`src/rtl/serv_immdec_w.sv`:
```
// serv_immdec_w: captures instruction bits [31:7] plus a format code, streams the 32-bit immediate W bits per beat.
// Latency: first beat is valid 1 cycle after i_wb_en; beats then advance one per accepted handshake.
// Backpressure: o_imm/o_imm_last hold while i_imm_ready=0; a new load or replay restarts at beat 0.
//
// Ports:
//   i_clk, i_rst          clock, synchronous active-high reset
//   i_wb_en, i_wb_rdt     load strobe and instruction bits [31:7]
//   i_fmt                 immediate format (0=I,1=S,2=B,3=U,4=J,5=CSR zimm,6/7=none)
//   i_restart             replay the stored immediate from beat 0
//   o_imm, o_imm_valid, i_imm_ready, o_imm_last   serial immediate stream
//   o_csr_imm             instruction bit 15
//   o_rd_addr, o_rs1_addr, o_rs2_addr             register address fields
//   o_imm_par             (only with SERV_IMMDEC_PAR_OUT_EN) whole stored immediate
//
// Optional feature macro: SERV_IMMDEC_PAR_OUT_EN (adds o_imm_par).

module serv_immdec_w #(
    parameter int W = 1
) (
    input  logic          i_clk,
    input  logic          i_rst,
    input  logic          i_wb_en,
    input  logic [24:0]   i_wb_rdt,
    input  logic [2:0]    i_fmt,
    input  logic          i_restart,
    output logic [W-1:0]  o_imm,
    output logic          o_imm_valid,
    input  logic          i_imm_ready,
    output logic          o_imm_last,
    output logic          o_csr_imm,
`ifdef SERV_IMMDEC_PAR_OUT_EN
    output logic [31:0]   o_imm_par,
`endif
    output logic [4:0]    o_rd_addr,
    output logic [4:0]    o_rs1_addr,
    output logic [4:0]    o_rs2_addr
);

    localparam int N  = 32 / W;
    localparam int BW = $clog2(N);
    localparam logic [BW-1:0] BEAT_LAST = BW'(N - 1);

    typedef enum logic [1:0] {
        S_IDLE   = 2'd0,
        S_STREAM = 2'd1,
        S_DONE   = 2'd2
    } state_t;

    // i_wb_rdt[k] holds instruction bit k+7, so ins[31] is r[24], ins[7] is r[0].
    function automatic logic [31:0] form_imm(input logic [24:0] r, input logic [2:0] f);
        logic [31:0] v;
        case (f)
            3'd0:    v = {{20{r[24]}}, r[24:13]};
            3'd1:    v = {{20{r[24]}}, r[24:18], r[4:0]};
            3'd2:    v = {{19{r[24]}}, r[24], r[0], r[23:18], r[4:1], 1'b0};
            3'd3:    v = {r[24:5], 12'b0};
            3'd4:    v = {{11{r[24]}}, r[24], r[12:5], r[13], r[23:14], 1'b0};
            3'd5:    v = {27'b0, r[12:8]};
            default: v = 32'b0;
        endcase
        return v;
    endfunction

    state_t          state_q, state_d;
    logic [BW-1:0]   beat_q, beat_d;
    logic [31:0]     imm_q, imm_d;
    logic            valid_q, valid_d;
    logic            csr_imm_q, csr_imm_d;
    logic [4:0]      rd_q, rd_d;
    logic [4:0]      rs1_q, rs1_d;
    logic [4:0]      rs2_q, rs2_d;

    always_comb begin
        state_d   = state_q;
        beat_d    = beat_q;
        imm_d     = imm_q;
        csr_imm_d = csr_imm_q;
        rd_d      = rd_q;
        rs1_d     = rs1_q;
        rs2_d     = rs2_q;

        if (i_wb_en) begin
            // A load always wins and aborts any sequence in flight.
            state_d   = S_STREAM;
            beat_d    = '0;
            imm_d     = form_imm(i_wb_rdt, i_fmt);
            csr_imm_d = i_wb_rdt[8];
            rd_d      = i_wb_rdt[4:0];
            rs1_d     = i_wb_rdt[12:8];
            rs2_d     = i_wb_rdt[17:13];
        end else if (i_restart && (state_q != S_IDLE)) begin
            // Replay only makes sense once something has been loaded.
            state_d = S_STREAM;
            beat_d  = '0;
        end else if ((state_q == S_STREAM) && i_imm_ready) begin
            if (beat_q == BEAT_LAST) begin
                state_d = S_DONE;
                beat_d  = '0;
            end else begin
                beat_d  = beat_q + 1'b1;
            end
        end

        valid_d = (state_d == S_STREAM);
    end

    always_ff @(posedge i_clk) begin
        if (i_rst) begin
            state_q   <= S_IDLE;
            beat_q    <= '0;
            imm_q     <= '0;
            valid_q   <= 1'b0;
            csr_imm_q <= 1'b0;
            rd_q      <= '0;
            rs1_q     <= '0;
            rs2_q     <= '0;
        end else begin
            state_q   <= state_d;
            beat_q    <= beat_d;
            imm_q     <= imm_d;
            valid_q   <= valid_d;
            csr_imm_q <= csr_imm_d;
            rd_q      <= rd_d;
            rs1_q     <= rs1_d;
            rs2_q     <= rs2_d;
        end
    end

    // Least significant slice first.
    assign o_imm       = imm_q[int'(beat_q) * W +: W];
    assign o_imm_valid = valid_q;
    assign o_imm_last  = valid_q & (beat_q == BEAT_LAST);
    assign o_csr_imm   = csr_imm_q;
    assign o_rd_addr   = rd_q;
    assign o_rs1_addr  = rs1_q;
    assign o_rs2_addr  = rs2_q;

`ifdef SERV_IMMDEC_PAR_OUT_EN
    assign o_imm_par = imm_q;
`endif

endmodule
```
`config.mk`:
```
export PLATFORM = sky130hd
export DESIGN_NAME = serv_immdec_w
export DESIGN_NICKNAME = d
export VERILOG_FILES = /design/src/rtl/serv_immdec_w.sv
export SDC_FILE = /design/constraint.sdc
export NUM_CORES = 1
export LEC_CHECK = 0
export CAP_MARGIN = 10
export CORE_MARGIN = 2
export CORE_UTILIZATION = 50
export DETAILED_ROUTE_END_ITERATION = 7
export HOLD_SLACK_MARGIN = 0.1
export PLACE_DENSITY_LB_ADDON = 0.1
export SYNTH_ARGS = -nofsm -noshare
export SYNTH_HDL_FRONTEND = slang
export SYNTH_SLANG_ARGS = --single-unit
```
`constraint.sdc`:
```
create_clock -name i_clk -period 3.1 [get_ports i_clk]
set_input_delay 0.62 -clock i_clk [delete_from_list [all_inputs] [get_ports i_clk]]
set_output_delay 0.62 -clock i_clk [all_outputs]
set_load 0.02 [all_outputs]
```
==> results of run 1 <==
state kept, by name, summed over array words and instances (netlist names):
register     flops
beat_q           5
imm_q           32
o_imm_valid      1
o_rd_addr        5
o_rs1_addr       5
o_rs2_addr       5
state_q          2
area by class of cell:
cell class | instances | area (µm²)
Tap cell | 67 | 83.8
Inverter | 3 | 11.3
Sequential cell | 55 | 1100
Timing Repair Buffer | 60 | 578
Multi-Input combinational cell | 199 | 1300
Clock buffer | 5 | 68.8
Fill cell | 427 | 1620
Clock inverter | 3 | 18.8
report_power, final:
part	internal (mW)	switching, mW	total [mW]
Combinational	0.114	0.108	0.222
Sequential	0.739	0.0183	0.757
Clock	0.160	0.239	0.399
worst reg2reg max path, cell delays in order, from the launching register on:
cell and delay (ns):
dfxtp_1 0.41, ha_1 0.25, and3_1 0.18, ha_1 0.21, a21oi_1 0.19, o22ai_1 0.10
a21oi_1 0.14
routing by layer:
metal  up-vias  global-route usage, %  part of all wire, %
li1       1076                      -                    -
met2        38                   36.1                   47
met4         0                   7.94                  1.4
met5         -                      0                    0
met3         7                   4.69                  4.0
met1       997                   31.2                   47
timing repair:
action	CTS	global route
setup endpoints to repair	0	1
gates resized for setup	0	1
hold endpoints to repair	0	0
cell families after synthesis:
| logic type | after synthesis |
|---|---|
| AO/OA/AOI/OAI | 79 |
| XOR/XNOR | 4 |
| adder cells (fa/ha/maj) | 3 |
| buffers and inverters | 23 |
| flip-flops | 55 |
| multiplexers | 30 |
| AND/OR/NAND/NOR | 83 |
cells in the final DEF (no fill, tap or decap), types with 3 or more instances in the layout:
cell,n
nand3_1,9
inv_1,3
buf_4,9
nand2b_1,7
mux4_1,4
o21ai_0,22
a21oi_1,30
a22o_1,12
dfxtp_1,54
mux2i_1,24
clkdlybuf4s50_1,51
and3b_1,3
nor2_1,27
nor2b_1,3
a21o_1,6
nand2_1,25
clkbuf_8,5
path summary, 6_finish.rpt:
| check | start | end | cells after the start |
|---|---|---|---|
| worst min-delay path | imm_q[17] | imm_q[17] | 2 |
| worst max register to register | beat_q[0] | o_imm_valid | 6 |
| worst max-delay path | beat_q[1] | o_imm | 5 |
| worst min register to register | imm_q[17] | imm_q[17] | 2 |
==> impl_results.md, run 1 <==
* Core ar. at 4790 µm²
* Worst skew pair latency at 0.32 ns
* Top FF cell, synth: dfxtp_1
* Drt first pass iters at 4
* Max-Slew Margin vs Limit at 61.0%
* DIE HEIGHT at 74.9 µm
* HP Class: reg -> reg
* Num ports at 52
* Mux cell area share after synthesis at 14.6%
* MaxCap Viol Count at 0
* Routed len/inst at 14.7 µm
* Bufs and invs on worst path at 1
* Slowest cell on the critical path: mux4_1
* Worst path cell trace: mux4_1 -> mux2_2 -> nand3_2 -> nand4_1 -> clkdlybuf4s50_1
* Skew final at 0.00913 ns
* GRT Overall Usage at 22.8%
* Port Buffers at 51
* Top Family by Delay on Critical Path: multiplexers
* Post-Synthesis Cells at 277
* Cell Count, Final, Fillers Out at 392
* Fin. max-slew vios at 0
* H-tree Lvls at 2
* RSZ-0062 raised after global routing: no
* Antenna Diode Count at 0
* Final HPWL DP at 4360 µm
* Worst-Margin Slew at 0.585 ns
* Vias at 2118
* Largest family of logic cells by synthesized area: compound AO/OA/AOI/OAI gates
* Post-synth cell types at 36
* Total chip power at 1.38 mW
* Nets at 359
* Xor/xnor share of the synthesized area at 1.40%
* Largest net degree at the start of global routing at 22
* Outcome: completed
* CP startpoint kind: flop
* Die Wd at 74.9 µm
* Top cells by area, synth: dfxtp_1, mux2i_1, a21oi_1, o21ai_0, mux4_1
* Avg Cell Area, Syn at 9.07 µm²
* WL final at 5780 µm
* Vias in the first global route at 2025
* Post-placement cell count at 384
* CP Data Required Time at 2.48 ns
* CTS sink cnt at 55
* Top cell type's share of synthesized area at 43.8%
* Simple-gate share of the synthesized area at 15.5%
* Yosys warning count at 0
* Setup ws final at 0.163 ns
* Post-synthesis compound-gate area fraction at 18.9%
* Mapped cell area at 2510 µm²
* Placed instance area at 3080 µm²
* Die area at 5610 µm²
* Initial Utilization at 52.5%
* Worst EP arrival at 2.32 ns
* Max incr delay on CP at 0.57 ns
* Flops & latches, synth at 55
* Synth Area in Adders at 1.40%
* Reg2reg setup slack at 1.56 ns
* RD Place Congestion at 0.835
* Worst vdd rail ir drop at 0.297 mV
* Sequential area share after synthesis at 43.8%
* Vias per cell at 5.40
* Crit Path Category: reg -> out
* Post-CTS setup buffer count at 0
* Clock Tree Buf Depth at 2
* Grt total ovfl at 0
* Top post-synthesis cells by count: dfxtp_1, a21oi_1, nor2_1, nand2_1, mux2i_1
* TritonCTS clock tree: yes
* Post-DRT Antenna Nets at 0
* Setup WS pre-CTS at 0.377 ns
* Post-CTS Hold Buffers at 0
* Fin crit share at 94.7%
* Async set-reset flop share out of synthesis at 0%
* Setup TNS at 0 ns
* TritonCTS Buffers at 5
* Hold WS at 0.459 ns
* Final Hold Viols at 0
* PD cells at 435 nW/µm²
* DRC at 0
* First-pass GRT wire length at 9670 µm
* Top-count cell post-synth: dfxtp_1
* Static leakage at 1.24 nW
* Area delta synth->final at 26.1%
* Root Buffer: clkbuf_8
* Crit path capture type: primary output
* Post-layout instance area at 3170 µm²
* Max Clock Freq at 340 MHz
* Final setup viols at 0
* Crit path time final at 2.94 ns
* EDFF count, synth at 0
* Synth area leader: dfxtp_1
* DRC marker count from the first detailed-route iteration at 169
* Clock slew at reported path FFs at 0.10 ns
* Initial antenna violation count at 0
* Row Count at 25
* Worst-path maximum fanout at 10
* Synthesized Nets at 312
* Share of layout cells above drive strength 1 at 7.08%
* Final core occ at 66.2%
No activity file was read; power rests on OpenSTA's default activity.
==> run 2: changes to the inputs <==
--- a/config.mk
+++ b/config.mk
@@ -6,6 +6,7 @@
 export NUM_CORES = 1
 export LEC_CHECK = 0
 export CAP_MARGIN = 10
+export CORE_ASPECT_RATIO = 2
 export CORE_MARGIN = 2
 export CORE_UTILIZATION = 50
 export DETAILED_ROUTE_END_ITERATION = 7
==> run 2 against run 1 <==
Design area decreased by 0.75%. Clock power shrank 6.0%. Maximum frequency is 1.1% higher. Critical path depth unchanged. Highest routed layer unchanged. Via count is 1.1% higher. Clock skew fell by 0.0059 ns. Global-route usage up 1.7 points.
==> impl_results.md, run 2 (synthesis gave the netlist of run 1 again) <==
* CP Data Required Time at 2.48 ns (about the same)
* Routed len/inst at 16.3 µm (was 14.7 µm)
* Worst EP arrival at 2.28 ns (was 2.32 ns)
* Static leakage at 1.23 nW (was 1.24 nW)
* Worst-Margin Slew at 0.594 ns (was 0.585 ns)
* Row Count at 36 (was 25)
* RSZ-0062 raised after global routing: no (unchanged)
* Final setup viols at 0 (unchanged)
* H-tree Lvls at 2 (unchanged)
* CTS sink cnt at 55 (unchanged)
* Root Buffer: clkbuf_8 (unchanged)
* Slowest cell on the critical path: mux4_1 (unchanged)
* Drt first pass iters at 4 (unchanged)
* Vias per cell at 5.63 (was 5.40)
* Clock Tree Buf Depth at 2 (unchanged)
* Antenna Diode Count at 0 (unchanged)
* Vias in the first global route at 2135 (was 2025)
* TritonCTS Buffers at 5 (unchanged)
* Grt total ovfl at 0 (unchanged)
* Cell Count, Final, Fillers Out at 380 (was 392)
* Outcome: completed (unchanged)
* Post-placement cell count at 374 (was 384)
* WL final at 6210 µm (was 5780 µm)
* Share of layout cells above drive strength 1 at 6.50% (was 7.08%)
* MaxCap Viol Count at 0 (unchanged)
* Max incr delay on CP at 0.58 ns (was 0.57 ns)
* DRC marker count from the first detailed-route iteration at 36 (was 169)
* Max reg flops at 32 (unchanged)
* Area delta synth->final at 25.2% (was 26.1%)
* Nets at 359 (unchanged)
* Die area at 5640 µm² (was 5610 µm²)
* Largest net degree at the start of global routing at 33 (was 22)
* PD cells at 431 nW/µm² (was 435 nW/µm²)
* Fin crit share at 93.7% (was 94.7%)
* Clock slew at reported path FFs at 0.09 ns (was 0.10 ns)
* DRC at 0 (unchanged)
* Initial antenna violation count at 0 (unchanged)
* Commonest non-fill, non-tap cell in the layout: dfxtp_1 (unchanged)
* Vias at 2141 (was 2118)
* Setup TNS at 0 ns (unchanged)
* Top Family by Delay on Critical Path: multiplexers (unchanged)
* TritonCTS clock tree: yes (unchanged)
* Skew final at 0.00325 ns (was 0.00913 ns)
* Bufs and invs on worst path at 1 (unchanged)
* RD Place Congestion at 0.870 (was 0.835)
* Worst skew pair latency at 0.31 ns (was 0.32 ns)
* Worst path cell trace: mux4_1 -> mux2_2 -> nand3_2 -> nand4_1 -> clkdlybuf4s50_1 (unchanged)
* Crit path capture type: primary output (unchanged)
* Final HPWL DP at 4730 µm (was 4360 µm)
* Core ar. at 4860 µm² (was 4790 µm²)
* Post-CTS Hold Buffers at 0 (unchanged)
* Most flops, register: imm_q (unchanged)
* Crit Path Category: reg -> out (unchanged)
* Num ports at 52 (unchanged)
* HP Class: reg -> reg (unchanged)
* GRT Overall Usage at 24.5% (was 22.8%)
* Port Buffers at 51 (unchanged)
* Worst vdd rail ir drop at 0.413 mV (was 0.297 mV)
* CP startpoint kind: flop (unchanged)
* DIE HEIGHT at 104 µm (was 74.9 µm)
* Final Hold Viols at 0 (unchanged)
* Initial Utilization at 51.6% (was 52.5%)
* Max Clock Freq at 344 MHz (was 340 MHz)
* Crit path time final at 2.90 ns (was 2.94 ns)
* Fin. max-slew vios at 0 (unchanged)
* Post-DRT Antenna Nets at 0 (unchanged)
* Commonest non-fill, non-tap cells in the layout: dfxtp_1, clkdlybuf4s50_1, a21oi_1, nor2_1, nand2_1 (unchanged)
* First-pass GRT wire length at 10100 µm (was 9670 µm)
* Die Wd at 54.1 µm (was 74.9 µm)
* Max-Slew Margin vs Limit at 60.4% (was 61.0%)
* Worst-path maximum fanout at 10 (unchanged)
## run 2: report_power, final
part	switching (mW)	internal [mW]
sequential	0.0195	0.738
clock	0.225	0.151
combinational	0.110	0.113
total	0.354	1.00
## run 2: timing repair
| item | CTS | global route |
|---|---|---|
| setup endpoints to repair | 0 | 1 |
| resized for setup | 0 | 1 |
| buffers inserted | 0 | 0 |
## run 2: tightest hold or removal path: stages (launching register included)
cell     delay (ns)
dfxtp_1        0.34
nand2_1        0.05
o21ai_0        0.05
## run 2: path summary, 6_finish.rpt
check / slack [ns] / cells past startpoint / start / to
worst max register to register: 1.58 / 6 / beat_q[0] / state_q[0]
worst min register to register: 0.47 / 2 / imm_q[20] / imm_q[20]
worst min-delay path: 0.47 / 2 / imm_q[20] / imm_q[20]
worst max-delay path: 0.20 / 5 / beat_q[1] / o_imm
## run 2: cell type report
class / count / area [µm²]
sequential: 55 / 1100
clock buffer: 5 / 68.8
inverter: 3 / 11.3
multi-input combinational: 199 / 1300
clock inverter: 1 / 7.51
timing repair buffer: 60 / 578
fill: 441 / 1720
tap: 57 / 71.3
## run 2: stage by stage
step / power (mW) / setup slack [ns] / hold WS, ns / utilization [%] / instance area [µm²]
6_report: 1.36 / 0.195 / 0.465 / 64.6 / 3140
5_1_grt: 1.41 / 0.0898 / 0.483 / 64.6 / 3140
4_1_cts: 1.37 / 0.0594 / 0.464 / 64.6 / 3140
3_5_place_dp: 0.997 / 0.405 / 0.442 / 63.0 / 3070
3_3_place_gp: 0.993 / 0.454 / 0.434 / 63.0 / 3070
2_1_floorplan: 0.888 / 0.955 / 0.417 / - / 2510
## run 2: routing by layer
metal,track usage (%),part of all wire (%)
met1,26.3,38
met2,43.2,56
met3,3.74,3.2
met4,12.5,3.3
met5,0,0
